File: config.mk
export PLATFORM = sky130hd
export DESIGN_NAME = store_buffer
export DESIGN_NICKNAME = d
export VERILOG_FILES = /design/src/rtl/mips_mem_pkg.sv /design/src/rtl/sb_fwd_match.sv /design/src/rtl/store_buffer.sv
export SDC_FILE = /design/constraint.sdc
export NUM_CORES = 1
export LEC_CHECK = 0
export BUFFER_PORTS_ARGS = -buffer_cell sky130_fd_sc_hd__buf_2
export CAP_MARGIN = 10
export CORE_ASPECT_RATIO = 1.75
export CORE_MARGIN = 2
export CORE_UTILIZATION = 60
export DETAILED_ROUTE_END_ITERATION = 8
export PLACE_DENSITY = 0.82
export SLEW_MARGIN = 5
export SYNTH_ARGS = -nofsm -noshare
export SYNTH_HDL_FRONTEND = slang
export SYNTH_SLANG_ARGS = --single-unit
File: constraint.sdc
create_clock -name clk -period 6.9 [get_ports clk]
set_input_delay 0.69 -clock clk [delete_from_list [all_inputs] [get_ports clk]]
set_output_delay 0.69 -clock clk [all_outputs]
set_load 0.05 [all_outputs]
File: src/rtl/mips_mem_pkg.sv
// Shared constants and state encodings for the MEM-stage posted-write path.
package mips_mem_pkg;
    localparam int WORD_W   = 32;
    localparam int SB_DEPTH = 4;

    typedef enum logic {
        SB_RUN   = 1'b0,
        SB_FLUSH = 1'b1
    } sb_state_t;
endpackage

File: src/rtl/sb_fwd_match.sv
// Store-to-load forwarding: compare a load address against every live entry,
// youngest entry (just behind wr_ptr) wins.
module sb_fwd_match
    import mips_mem_pkg::*;
#(
    parameter int DEPTH = SB_DEPTH
) (
    input  logic [DEPTH-1:0][WORD_W-1:0] ent_addr,
    input  logic [DEPTH-1:0][WORD_W-1:0] ent_data,
    input  logic [DEPTH-1:0]             ent_vld,
    input  logic [$clog2(DEPTH)-1:0]     wr_ptr,
    input  logic [WORD_W-1:0]            ld_addr,
    output logic                         hit,
    output logic [WORD_W-1:0]            data
);
    localparam int PW = $clog2(DEPTH);

    logic [PW-1:0] idx;

    // Walk oldest to youngest so a younger match overrides an older one.
    // k+1 == DEPTH truncates to 0, i.e. the slot at wr_ptr (oldest when full).
    always_comb begin
        hit  = 1'b0;
        data = '0;
        idx  = '0;
        for (int k = DEPTH - 1; k >= 0; k--) begin
            idx = wr_ptr - PW'(k + 1);
            if (ent_vld[idx] && ent_addr[idx] == ld_addr) begin
                hit  = 1'b1;
                data = ent_data[idx];
            end
        end
    end
endmodule

File: src/rtl/store_buffer.sv
// Posted-write buffer between the MEM stage and data_memory: stores drain on
// cycles without a load, loads forward from buffered stores.
module store_buffer
    import mips_mem_pkg::*;
#(
    parameter int DEPTH = SB_DEPTH
) (
    input  logic                       clk,
    input  logic                       rst_n,
    input  logic                       st_valid,
    input  logic [WORD_W-1:0]          st_addr,
    input  logic [WORD_W-1:0]          st_data,
    output logic                       st_ready,
    input  logic                       ld_valid,
    input  logic [WORD_W-1:0]          ld_addr,
    output logic [WORD_W-1:0]          ld_data,
    output logic                       ld_fwd,
    input  logic                       flush_req,
    output logic                       flush_done,
    output logic                       empty,
    output logic [$clog2(DEPTH):0]     count,
    output logic [WORD_W-1:0]          mem_address,
    output logic                       mem_memWrite,
    output logic [WORD_W-1:0]          mem_writeData,
    input  logic [WORD_W-1:0]          mem_readData
);
    localparam int PW = $clog2(DEPTH);
    localparam int CW = PW + 1;

    logic [DEPTH-1:0][WORD_W-1:0] ent_addr;
    logic [DEPTH-1:0][WORD_W-1:0] ent_data;
    logic [DEPTH-1:0]             ent_vld;
    logic [PW-1:0]                wr_ptr;
    logic [PW-1:0]                rd_ptr;
    logic [CW-1:0]                cnt;
    logic [CW-1:0]                cnt_nxt;
    sb_state_t                    state;
    logic                         full;
    logic                         enq;
    logic                         deq;
    logic                         fwd_hit;
    logic [WORD_W-1:0]            fwd_data;

    assign full     = (cnt == CW'(DEPTH));
    assign empty    = (cnt == '0);
    assign count    = cnt;
    assign st_ready = !full && (state == SB_RUN);
    assign enq      = st_valid && st_ready;
    assign deq      = !ld_valid && !empty;
    assign cnt_nxt  = cnt + CW'(enq) - CW'(deq);

    // Loads own the port; otherwise the head entry drains.
    always_comb begin
        mem_address   = '0;
        mem_memWrite  = 1'b0;
        mem_writeData = '0;
        if (ld_valid) begin
            mem_address = ld_addr;
        end else if (!empty) begin
            mem_address   = ent_addr[rd_ptr];
            mem_writeData = ent_data[rd_ptr];
            mem_memWrite  = 1'b1;
        end
    end

    // Payload needs no reset: ent_vld gates every use of it.
    always_ff @(posedge clk) begin
        if (enq) begin
            ent_addr[wr_ptr] <= st_addr;
            ent_data[wr_ptr] <= st_data;
        end
    end

    always_ff @(posedge clk or negedge rst_n) begin
        if (!rst_n) begin
            wr_ptr  <= '0;
            rd_ptr  <= '0;
            cnt     <= '0;
            ent_vld <= '0;
        end else begin
            if (deq) begin
                ent_vld[rd_ptr] <= 1'b0;
                rd_ptr          <= rd_ptr + 1'b1;
            end
            if (enq) begin
                ent_vld[wr_ptr] <= 1'b1;
                wr_ptr          <= wr_ptr + 1'b1;
            end
            cnt <= cnt_nxt;
        end
    end

    // A flush that finds nothing left after this edge completes immediately.
    always_ff @(posedge clk or negedge rst_n) begin
        if (!rst_n) begin
            state      <= SB_RUN;
            flush_done <= 1'b0;
        end else begin
            flush_done <= 1'b0;
            case (state)
                SB_RUN: begin
                    if (flush_req) begin
                        if (cnt_nxt == '0) flush_done <= 1'b1;
                        else               state      <= SB_FLUSH;
                    end
                end
                SB_FLUSH: begin
                    if (cnt_nxt == '0) begin
                        state      <= SB_RUN;
                        flush_done <= 1'b1;
                    end
                end
                default: state <= SB_RUN;
            endcase
        end
    end

    sb_fwd_match #(.DEPTH(DEPTH)) u_fwd (
        .ent_addr (ent_addr),
        .ent_data (ent_data),
        .ent_vld  (ent_vld),
        .wr_ptr   (wr_ptr),
        .ld_addr  (ld_addr),
        .hit      (fwd_hit),
        .data     (fwd_data)
    );

    assign ld_fwd  = ld_valid && fwd_hit;
    assign ld_data = ld_fwd ? fwd_data : mem_readData;
endmodule
==> results of run 1 <==
## how the worst max path moves through the flow
stage | from | to
final | wr_ptr[0]$_DFFE_PN0N_ | ld_data[5]
after global routing | wr_ptr[0]$_DFFE_PN0N_ | ld_data[5]
after CTS | wr_ptr[0]$_DFFE_PN0N_ | ld_data[30]
after detailed placement | wr_ptr[0]$_DFFE_PN0N_ | ld_data[30]
after global placement | wr_ptr[0]$_DFFE_PN0N_ | ld_data[5]
after floorplan | wr_ptr[1]$_DFFE_PN0N_ | ld_data[12]
## where the power goes
part	switching (mW)	internal (mW)	total, mW	leakage (nW)
Combinational	3.03	2.73	5.76	4.54
Sequential	0.258	1.96	2.22	2.47
Clock	0.630	0.789	1.42	0.396
## placed cells by master (no fill, tap or decap), types with 7 or more instances in the layout
cell type | synthesis | final
sky130_fd_sc_hd__inv_1 | 15 | 15
sky130_fd_sc_hd__nand2b_1 | 32 | 32
sky130_fd_sc_hd__mux2i_1 | 61 | 61
sky130_fd_sc_hd__and2_1 | 37 | 37
sky130_fd_sc_hd__dfrtp_1 | 13 | 9
sky130_fd_sc_hd__nor2_1 | 45 | 44
sky130_fd_sc_hd__clkbuf_16 | 0 | 27
sky130_fd_sc_hd__nand3_1 | 8 | 8
sky130_fd_sc_hd__buf_2 | 33 | 236
sky130_fd_sc_hd__a21oi_1 | 9 | 9
sky130_fd_sc_hd__mux4_2 | 291 | 291
sky130_fd_sc_hd__a41oi_1 | 33 | 33
sky130_fd_sc_hd__o21ai_0 | 20 | 20
sky130_fd_sc_hd__o22ai_1 | 7 | 7
sky130_fd_sc_hd__xnor2_1 | 101 | 101
sky130_fd_sc_hd__nand2_1 | 57 | 57
sky130_fd_sc_hd__mux2_1 | 8 | 8
sky130_fd_sc_hd__diode_2 | 0 | 8
sky130_fd_sc_hd__nand4_1 | 57 | 57
sky130_fd_sc_hd__edfxtp_1 | 256 | 256
sky130_fd_sc_hd__clkinv_1 | 0 | 8
sky130_fd_sc_hd__mux2_2 | 27 | 27
sky130_fd_sc_hd__xor2_1 | 24 | 24
sky130_fd_sc_hd__buf_4 | 10 | 21
sky130_fd_sc_hd__ha_1 | 10 | 9
sky130_fd_sc_hd__nor4_1 | 7 | 7
sky130_fd_sc_hd__a22o_1 | 29 | 29
## cell type report
type | count | area share
clock inverter | 15 | 0.00582
multi-input combinational | 920 | 0.511
tap | 405 | 0.0229
antenna | 8 | 0.000905
timing repair buffer | 260 | 0.0632
inverter | 15 | 0.00254
clock buffer | 32 | 0.0314
sequential | 269 | 0.363
## sequential cells by signal (all words and copies together) (netlist names)
signal and cells:
state 1, rd_ptr 2, ent_data 128, ent_addr 128, count 3, flush_done 1
ent_vld 4, wr_ptr 2
## cells by family (layout without fill, tap and decap cells)
group	after synthesis	in the layout
simple gates	261	261
buf+inv	159	322
xor+xnor	125	125
flops	269	269
fa+ha+maj	11	11
mux	387	387
compound gates	136	136
other cells	0	8
## per-stage QoR
step,cells,setup WS (ps),instance area [sq um],util
final,1924,596,22100,0.672
after global routing,1923,300,22100,0.672
after CTS,1916,675,22100,0.672
after detailed placement,1869,1250,21300,0.647
after global placement,1869,1330,21300,0.647
after floorplan,1348,1260,20000,-
## routing by layer
layer | global-route usage | vias up | wire [um]
met1 | 0.378 | 7264 | 17800
li1 | - | 5912 | -
met5 | 0 | - | 13
met4 | 0.216 | 2 | 3990
met3 | 0.0475 | 210 | 4830
met2 | 0.567 | 942 | 30400
## critical path, stage by stage, from the launching register on
cell and delay [ps]:
sky130_fd_sc_hd__dfrtp_4 430, sky130_fd_sc_hd__buf_12 540, sky130_fd_sc_hd__buf_4 610, sky130_fd_sc_hd__mux4_2 590, sky130_fd_sc_hd__xnor2_1 160, sky130_fd_sc_hd__nand4_1 110, sky130_fd_sc_hd__nor3_1 500, sky130_fd_sc_hd__and2_1 720
sky130_fd_sc_hd__buf_4 350, sky130_fd_sc_hd__nand2_1 70, sky130_fd_sc_hd__a41oi_1 330, sky130_fd_sc_hd__mux2_2 210, sky130_fd_sc_hd__buf_2 250
==> key figures, run 1 <==
Status
  • Run status: complete, no violations

Routing
  • Number of remaining DRC errors: 0
  • First drt pass iteration count: 5
  • Routed wire length: 57000 um
  • Number of DRC markers in iteration 0: 1589
  • Wire length per cell: 29.6 um
  • Vias: 14300
  • Post-detailed-route count of antenna-violating nets: 0
  • Number of vias per cell after detailed routing: 7.45

Placement
  • Placer's final routability congestion estimate: 1.00
  • Quantity of I/O buffers inserted on ports: 236
  • HPWL after detailed placement: 37900 um

Yosys
  • Async set-or-reset flop fraction in the synthesized netlist: 0.0483
  • Synth cell types: 54
  • Fraction of post-synthesis cell area in the top cell type by area: 0.384
  • Adder-cell area share of the yosys netlist: 0.00725
  • Most used flip-flop cell after synthesis: sky130_fd_sc_hd__edfxtp_1
  • Most common cell in the synthesized netlist: sky130_fd_sc_hd__mux4_2
  • Compound-Gate Fraction of Synth Area: 0.0533
  • Count of synthesis-stage warnings from yosys: 0
  • Number of register bits inferred by synthesis: 269
  • Netlist area before placement: 20000 sq um
  • Combinational family with the most area after synthesis: multiplexers
  • Area leader, netlist: sky130_fd_sc_hd__edfxtp_1
  • Portion of netlist area occupied by mux cells: 0.378
  • Synthesized netlist cell count: 1348
  • Largest cells by area after synthesis: sky130_fd_sc_hd__edfxtp_1, sky130_fd_sc_hd__mux4_2, sky130_fd_sc_hd__xnor2_1
  • Post-synthesis share of cell area spent on and, or, nand and nor gates: 0.0690
  • Count of flip-flops with a built-in enable after synthesis: 256
  • Xor/xnor cell area share of the yosys netlist: 0.0547
  • Share of the yosys chip area belonging to registers: 0.400
  • Top cells by instance count after synthesis: sky130_fd_sc_hd__mux4_2, sky130_fd_sc_hd__edfxtp_1, sky130_fd_sc_hd__xnor2_1
  • Synthesized area divided by synthesized cell count: 14.9 sq um
  • Post-Synthesis Net Count: 1492

Clocking
  • Clock Tree Buf Depth: 3
  • Post-CTS Setup Bufs: 0
  • CTS tree: built
  • Post-CTS clock slew at the launch and capture registers of the worst setup and hold paths: 70 ps
  • Total number of H-tree levels: 1
  • Number of buffers inserted during clock tree synthesis: 27
  • Worst-Skew Late Latency: 560 ps
  • Number of sinks driven by the clock tree: 269
  • Number of resized instances in the post-cts repair step: 0
  • CTS Hold Buffers Added: 0
  • Root Driver: sky130_fd_sc_hd__clkbuf_16

STA
  • Final Hold Fails: 0
  • Highest clock rate: 0.159 GHz
  • Worst hold margin: 14.6 ps
  • Slew Viols, Final: 0
  • Unrepaired setup endpoints after global routing: no
  • Portion of the clock cycle consumed by the worst path in the final layout: 0.914
  • Setup violations, final: 0
  • Max-Slew Margin vs Limit: 0.257
  • Total negative slack for setup checks: 0 ps
  • Clock skew after layout: 21.3 ps
  • Tightest Pin Transition: 1110 ps
  • Crit path time final: 6300 ps

GRT
  • Via count of the first global-routing pass: 14400
  • Largest net degree at the start of global routing: 146
  • All-Layer GR Usage: 0.328
  • First-pass GRT wire length: 85100 um
  • Antenna violations before repair: 9
  • Aggregate global routing overflow: 0

Floorplan
  • DIE WIDTH: 142 um
  • Core Area: 32900 sq um
  • Io pins: 237
  • Standard-cell rows: 88
  • Die height: 246 um
  • Starting utilization of the core area: 0.608
  • Die area: 34900 sq um

Setup path
  • Reg-to-reg endpoint: ent_data[62]$_DFFE_PP_
  • Arrival time of the worst setup path: 5610 ps
  • Launching point of the worst reg2reg path: wr_ptr[0]$_DFFE_PN0N_
  • Crit Path Class: flip-flop to primary output
  • Data required, critical path: 6210 ps
  • Worst reg2reg path depth: 5
  • Setup crit start kind: flip-flop
  • R2R Setup Slk: 3260 ps
  • Critical path capture point type: primary output
  • Maximum fanout encountered on the critical timing path: 122

Power and ir drop
  • Power Dens Cells: 425 nW/um^2
  • Cell leakage power: 7.40 nW
  • Largest vdd supply drop: 0.310 mV
  • PnR Total Power: 9.39 mW

Job
  • Maximum capacitance violations: 0

Final layout
  • Fraction of final layout cells sized beyond drive strength 1: 0.416
  • Storage element area: 8030 sq um
  • Synthesis-to-finish area growth: 10.5%
  • Combined area of the multi-input logic cells: 11300 sq um
  • # fillers: 2238
  • Number of nets at the end of the flow: 1637

Hold path
  • Type of the tightest min-delay check: input port to async pin
No activity file was read; power rests on OpenSTA's default activity.
==> run 2, diff against run 1 <==
Settings changed: CORE_UTILIZATION 60 to 55, PLACE_DENSITY 0.82 to 0.76, SLEW_MARGIN 5 to not set.
==> key figures, run 2 (synthesis results as in run 1) <==
Status
  • Run status: complete, no violations

Clocking
  • Root Driver: sky130_fd_sc_hd__clkbuf_16
  • Clock Tree Buf Depth: 3 (unchanged)
  • Worst-Skew Late Latency: 560 ps (about the same)
  • Post-CTS clock slew at the launch and capture registers of the worst setup and hold paths: 70 ps (about the same)
  • CTS tree: built
  • Number of sinks driven by the clock tree: 269 (unchanged)
  • Number of buffers inserted during clock tree synthesis: 27 (unchanged)
  • Total number of H-tree levels: 1 (unchanged)

Placement
  • HPWL after detailed placement: 38000 um (+0.43%)
  • Placer's final routability congestion estimate: 0.963 (-3.8%)
  • Quantity of I/O buffers inserted on ports: 236 (unchanged)

Power and ir drop
  • Cell leakage power: 7.43 nW (+0.37%)
  • Largest vdd supply drop: 0.542 mV (+75%)
  • PnR Total Power: 9.46 mW (+0.68%)
  • Power Dens Cells: 424 nW/um^2 (about the same)

STA
  • Tightest Pin Transition: 1210 ps (+99.9 ps)
  • Clock skew after layout: 12.2 ps (-9.11 ps)
  • Slew Viols, Final: 0 (unchanged)
  • Highest clock rate: 0.150 GHz (-5.2%)
  • Total negative slack for setup checks: 0 ps (unchanged)
  • Portion of the clock cycle consumed by the worst path in the final layout: 0.964 (+0.0504)
  • Max-Slew Margin vs Limit: 0.191 (-0.0666)
  • Final Hold Fails: 0 (unchanged)
  • Setup violations, final: 0 (unchanged)
  • Unrepaired setup endpoints after global routing: no
  • Crit path time final: 6650 ps (+348 ps)

GRT
  • All-Layer GR Usage: 0.298 (-0.0300)
  • First-pass GRT wire length: 85100 um (about the same)
  • Via count of the first global-routing pass: 14300 (-0.95%)
  • Largest net degree at the start of global routing: 146 (unchanged)
  • Antenna violations before repair: 10 (+1)
  • Aggregate global routing overflow: 0 (unchanged)

Final layout
  • Synthesis-to-finish area growth: 11.4%
  • Fraction of final layout cells sized beyond drive strength 1: 0.418 (+0.00269)
  • Number of nets at the end of the flow: 1641 (+0.24%)
  • Most common cell after layout, fill and taps aside: sky130_fd_sc_hd__mux4_2
  • # fillers: 2753 (+23%)
  • Leading registers by flop count: ent_addr x128, ent_data x128, ent_vld x4
  • Storage element area: 8030 sq um (unchanged)
  • Combined area of the multi-input logic cells: 11300 sq um (about the same)
  • Commonest cells after routing, fill and taps aside: sky130_fd_sc_hd__mux4_2, sky130_fd_sc_hd__edfxtp_1, sky130_fd_sc_hd__buf_2

Floorplan
  • Core Area: 35900 sq um (+9.1%)
  • Die height: 256 um (+4.4%)
  • Die area: 38000 sq um (+8.9%)
  • DIE WIDTH: 148 um (+4.3%)
  • Io pins: 237 (unchanged)
  • Starting utilization of the core area: 0.557 (-0.0507)
  • Standard-cell rows: 92 (+4.5%)

Routing
  • First drt pass iteration count: 6 (+1)
  • Number of remaining DRC errors: 0 (unchanged)
  • Routed wire length: 57000 um (about the same)
  • Number of DRC markers in iteration 0: 1319 (-17%)
  • Wire length per cell: 28.5 um (-3.7%)
  • Post-detailed-route count of antenna-violating nets: 0 (unchanged)
  • Number of vias per cell after detailed routing: 7.09 (-4.9%)
  • Vias: 14100 (-1.3%)

Setup path
  • Arrival time of the worst setup path: 5960 ps (+350 ps)
  • Critical path capture point type: primary output
  • Data required, critical path: 6210 ps (about the same)
  • Maximum fanout encountered on the critical timing path: 34 (-72%)
  • Crit Path Class: flip-flop to primary output
  • Setup crit start kind: flip-flop

Job
  • Maximum capacitance violations: 0 (unchanged)

Hold path
  • Type of the tightest min-delay check: input port to flip-flop
-- run 2: power by group --
group / switching, mW / leakage [nW] / internal (mW)
sequential: 0.282 / 2.47 / 1.96
combinational: 3.03 / 4.57 / 2.78
clock: 0.643 / 0.392 / 0.760
-- run 2: critical path, stage by stage, from the launching register on --
cell	delay, ps
sky130_fd_sc_hd__dfrtp_4	710
sky130_fd_sc_hd__inv_1	160
sky130_fd_sc_hd__ha_4	570
sky130_fd_sc_hd__buf_4	390
sky130_fd_sc_hd__mux4_2	560
sky130_fd_sc_hd__xnor2_1	220
sky130_fd_sc_hd__nand4_1	360
sky130_fd_sc_hd__a2111oi_4	380
sky130_fd_sc_hd__buf_4	460
sky130_fd_sc_hd__a221o_1	240
sky130_fd_sc_hd__buf_4	340
sky130_fd_sc_hd__nand2b_1	160
sky130_fd_sc_hd__a41oi_1	220
sky130_fd_sc_hd__mux2_2	360
sky130_fd_sc_hd__buf_2	210
-- run 2: stage by stage --
stage / util / setup WS, ps / cell area (sq um) / instances / hold slack, ps
after detailed placement: 0.595 / 726 / 21400 / 1935 / 536
after global routing: 0.621 / 66.5 / 22300 / 1994 / 324
final: 0.621 / 249 / 22300 / 1996 / 335
after global placement: 0.595 / 799 / 21400 / 1935 / 519
after floorplan: - / 1260 / 20000 / 1348 / 394
after CTS: 0.618 / 85.8 / 22200 / 1986 / 311
-- run 2: worst paths after layout --
path	from	endpoint	slack, ps	cells past startpoint
hold / removal	st_addr[0]	ent_addr[96]$_DFFE_PP_	340	1
max in group asynchronous	rst_n	wr_ptr[1]$_DFFE_PN0N_	6090	2
min in group asynchronous	rst_n	state$_DFF_PN0_	540	2
setup / recovery	wr_ptr[0]$_DFFE_PN0N_	ld_data[26]	250	14
setup reg to reg	wr_ptr[1]$_DFFE_PN0N_	ent_addr[73]$_DFFE_PP_	3910	4
hold reg to reg	state$_DFF_PN0_	state$_DFF_PN0_	580	1
-- run 2: per-layer routing --
metal  track usage  routed length (um)  vias to the layer above  part of all wire
li1              -                   -                     5922                 -
met1         0.339               18500                     7302              0.33
met2         0.533               30600                      727              0.54
met3        0.0338                3810                      186             0.067
met4         0.182                4020                        6             0.070
met5             0                  33                        -           0.00058
-- run 2: cell type report --
class,count,share of cell area
clock inverters,18,0.00606
diodes,8,0.000898
multi-input cells,920,0.507
clock buffers,32,0.0312
inverters,15,0.00253
repair buffers,264,0.0657
well taps,470,0.0264
flip-flops and latches,269,0.360
-- run 2: timing repair --
item,4_1_cts,5_1_grt
resized for setup,0,1
hold buffers,1,0
setup buffers,0,1
endpoints found under the setup margin,0,32
hold endpoints to repair,13,0
==> run 3, diff against run 2 <==
--- a/constraint.sdc
+++ b/constraint.sdc
@@ -3,2 +3,2 @@
 set_output_delay 0.69 -clock clk [all_outputs]
-set_load 0.05 [all_outputs]
+set_load 0.005 [all_outputs]
==> key figures, run 3 (synthesis results as in run 1) <==
Status
  • Run status: complete, no violations

Routing
  • First drt pass iteration count: 5 (-1)
  • Vias: 13900 (-1.4%)
  • Routed wire length: 55700 um (-2.2%)
  • Number of vias per cell after detailed routing: 6.99 (-1.4%)
  • Wire length per cell: 27.9 um (-2.1%)
  • Post-detailed-route count of antenna-violating nets: 0 (unchanged)
  • Number of DRC markers in iteration 0: 1251 (-5.2%)
  • Number of remaining DRC errors: 0 (unchanged)

Setup path
  • Arrival time of the worst setup path: 5660 ps (-300 ps)
  • Crit Path Class: flip-flop to primary output
  • Launching point of the worst reg2reg path: wr_ptr[1]$_DFFE_PN0N_
  • Maximum fanout encountered on the critical timing path: 40 (+18%)
  • R2R Setup Slk: 3890 ps (-20 ps)
  • Setup crit start kind: flip-flop
  • Source of the critical timing path: wr_ptr[0]$_DFFE_PN0N_
  • Reg-to-reg endpoint: ent_addr[80]$_DFFE_PP_
  • Critical path capture point type: primary output
  • Worst reg2reg path depth: 4 (unchanged)
  • Data required, critical path: 6210 ps (about the same)

Final layout
  • # fillers: 2724 (-1.1%)
  • Commonest cells after routing, fill and taps aside: sky130_fd_sc_hd__mux4_2, sky130_fd_sc_hd__edfxtp_1, sky130_fd_sc_hd__buf_2
  • Final instance count without filler cells: 1995 (-0.050%)
  • Synthesis-to-finish area growth: 11.5%
  • Fraction of final layout cells sized beyond drive strength 1: 0.420 (+0.00121)
  • Most common cell after layout, fill and taps aside: sky130_fd_sc_hd__mux4_2
  • Final Instance Area: 22300 sq um (+0.16%)
  • Number of nets at the end of the flow: 1640 (-0.061%)
  • Leading registers by flop count: ent_addr x128, ent_data x128, ent_vld x4

Clocking
  • Worst-Skew Late Latency: 560 ps (about the same)
  • Clock Tree Buf Depth: 3 (unchanged)
  • Total number of H-tree levels: 1 (unchanged)
  • Number of sinks driven by the clock tree: 269 (unchanged)
  • Post-CTS clock slew at the launch and capture registers of the worst setup and hold paths: 70 ps (about the same)
  • Root Driver: sky130_fd_sc_hd__clkbuf_16
  • CTS tree: built
  • Post-CTS Setup Bufs: 0 (unchanged)
  • Number of resized instances in the post-cts repair step: 0 (unchanged)
  • CTS Hold Buffers Added: 1 (unchanged)
  • Number of buffers inserted during clock tree synthesis: 27 (unchanged)

Floorplan
  • Standard-cell rows: 92 (unchanged)
  • Core Area: 35900 sq um (unchanged)
  • Starting utilization of the core area: 0.557 (unchanged)
  • Io pins: 237 (unchanged)
  • Die area: 38000 sq um (unchanged)
  • Die height: 256 um (unchanged)
  • DIE WIDTH: 148 um (unchanged)

STA
  • Crit path time final: 6350 ps (-297 ps)
  • Clock skew after layout: 8.57 ps (-3.60 ps)
  • Portion of the clock cycle consumed by the worst path in the final layout: 0.921 (-0.0430)
  • Worst hold margin: 345 ps (+9.68 ps)
  • Max-Slew Margin vs Limit: 0.336 (+0.146)
  • Tightest Pin Transition: 995 ps (-219 ps)
  • Slew Viols, Final: 0 (unchanged)
  • Highest clock rate: 0.157 GHz (+4.7%)
  • Total negative slack for setup checks: 0 ps (unchanged)
  • Final Hold Fails: 0 (unchanged)
  • Setup violations, final: 0 (unchanged)
  • Unrepaired setup endpoints after global routing: no

Placement
  • Quantity of I/O buffers inserted on ports: 236 (unchanged)
  • HPWL after detailed placement: 38000 um (-0.17%)
  • Placer's final routability congestion estimate: 0.941 (-2.3%)
  • Placed Area: 21400 sq um (about the same)
  • Number of placed cells counting well taps: 1936 (+0.052%)

GRT
  • Antenna violations before repair: 12 (+2)
  • Aggregate global routing overflow: 0 (unchanged)
  • Largest net degree at the start of global routing: 146 (unchanged)
  • First-pass GRT wire length: 84200 um (-1.1%)
  • All-Layer GR Usage: 0.294 (-0.00361)
  • Via count of the first global-routing pass: 14200 (-0.31%)

Hold path
  • Min-Delay Startpoint: st_data[5]
  • Type of the tightest min-delay check: input port to flip-flop
  • Hold Crit Depth: 1 (unchanged)
  • Capture endpoint of the worst hold path: ent_data[101]$_DFFE_PP_

Power and ir drop
  • Largest vdd supply drop: 0.389 mV (-28%)
  • Power Dens Cells: 400 nW/um^2 (-5.8%)
  • Cell leakage power: 7.47 nW (+0.51%)

Job
  • Maximum capacitance violations: 0 (unchanged)
==> run 3: changes by cell type in the layout (fill, tap and decap cells not counted), moves of 3 or more <==
| cell | change |
|---|---|
| sky130_fd_sc_hd__clkinvlp_4 | -4 |
| sky130_fd_sc_hd__bufinv_16 | +3 |
| sky130_fd_sc_hd__clkinv_1 | -3 |
| sky130_fd_sc_hd__clkbuf_8 | +3 |
==> run 3: final cells by class <==
| type | instances | area, sq um | area share |
|---|---|---|---|
| multi-input cells | 920 | 11300 | 0.506 |
| flip-flops and latches | 269 | 8030 | 0.359 |
| repair buffers | 263 | 1420 | 0.0638 |
| clock buffers | 35 | 736 | 0.0330 |
| well taps | 470 | 588 | 0.0263 |
| clock inverters | 14 | 176 | 0.00790 |
| inverters | 15 | 56.3 | 0.00252 |
| diodes | 9 | 22.5 | 0.00101 |
==> run 3: power breakdown <==
group	internal (mW)	switching [mW]	total (mW)
Clock	0.900	0.618	1.52
Combinational	2.74	2.45	5.19
Sequential	1.96	0.258	2.22
Total	5.60	3.33	8.93
==> run 3: metal layers <==
layer  vias to the layer above  GRT usage  routed length (um)
li1                       5927          -                   -
met1                      7169      0.326               17900
met2                       662      0.533               30400
met3                       179     0.0383                3530
met4                         6      0.176                3880
met5                         -          0                  33
==> run 3: worst max-delay path, stage by stage (launching register included) <==
cell                        delay, ps
sky130_fd_sc_hd__dfrtp_4          450
sky130_fd_sc_hd__inv_1             90
sky130_fd_sc_hd__ha_4             730
sky130_fd_sc_hd__buf_4            420
sky130_fd_sc_hd__mux4_2           560
sky130_fd_sc_hd__xnor2_1          230
sky130_fd_sc_hd__nand4_1          320
sky130_fd_sc_hd__a2111oi_4        350
sky130_fd_sc_hd__buf_4            470
sky130_fd_sc_hd__a221o_1          250
sky130_fd_sc_hd__buf_4            320
sky130_fd_sc_hd__nand2b_1         160
sky130_fd_sc_hd__a41oi_1          180
sky130_fd_sc_hd__mux2_2           360
sky130_fd_sc_hd__buf_2            130
==> run 3: worst max-delay path by stage <==
| stage | to | slack, ps | cells past startpoint |
|---|---|---|---|
| detailed placement | ld_data[26] | 1180 | 14 |
| CTS | ld_data[26] | 560 | 14 |
| global route | ld_data[12] | 280 | 12 |
| floorplan | ld_data[12] | 1450 | 19 |
| finish | ld_data[26] | 550 | 14 |
| global placement | ld_data[26] | 1210 | 14 |
==> run 3: stage by stage <==
step | worst slack, ps | utilization | power (mW)
6_report | 546 | 0.622 | 8.93
5_1_grt | 279 | 0.621 | 9.39
4_1_cts | 560 | 0.621 | 8.98
3_5_place_dp | 1180 | 0.595 | 7.45
3_3_place_gp | 1210 | 0.595 | 7.39
2_1_floorplan | 1450 | - | 6.35
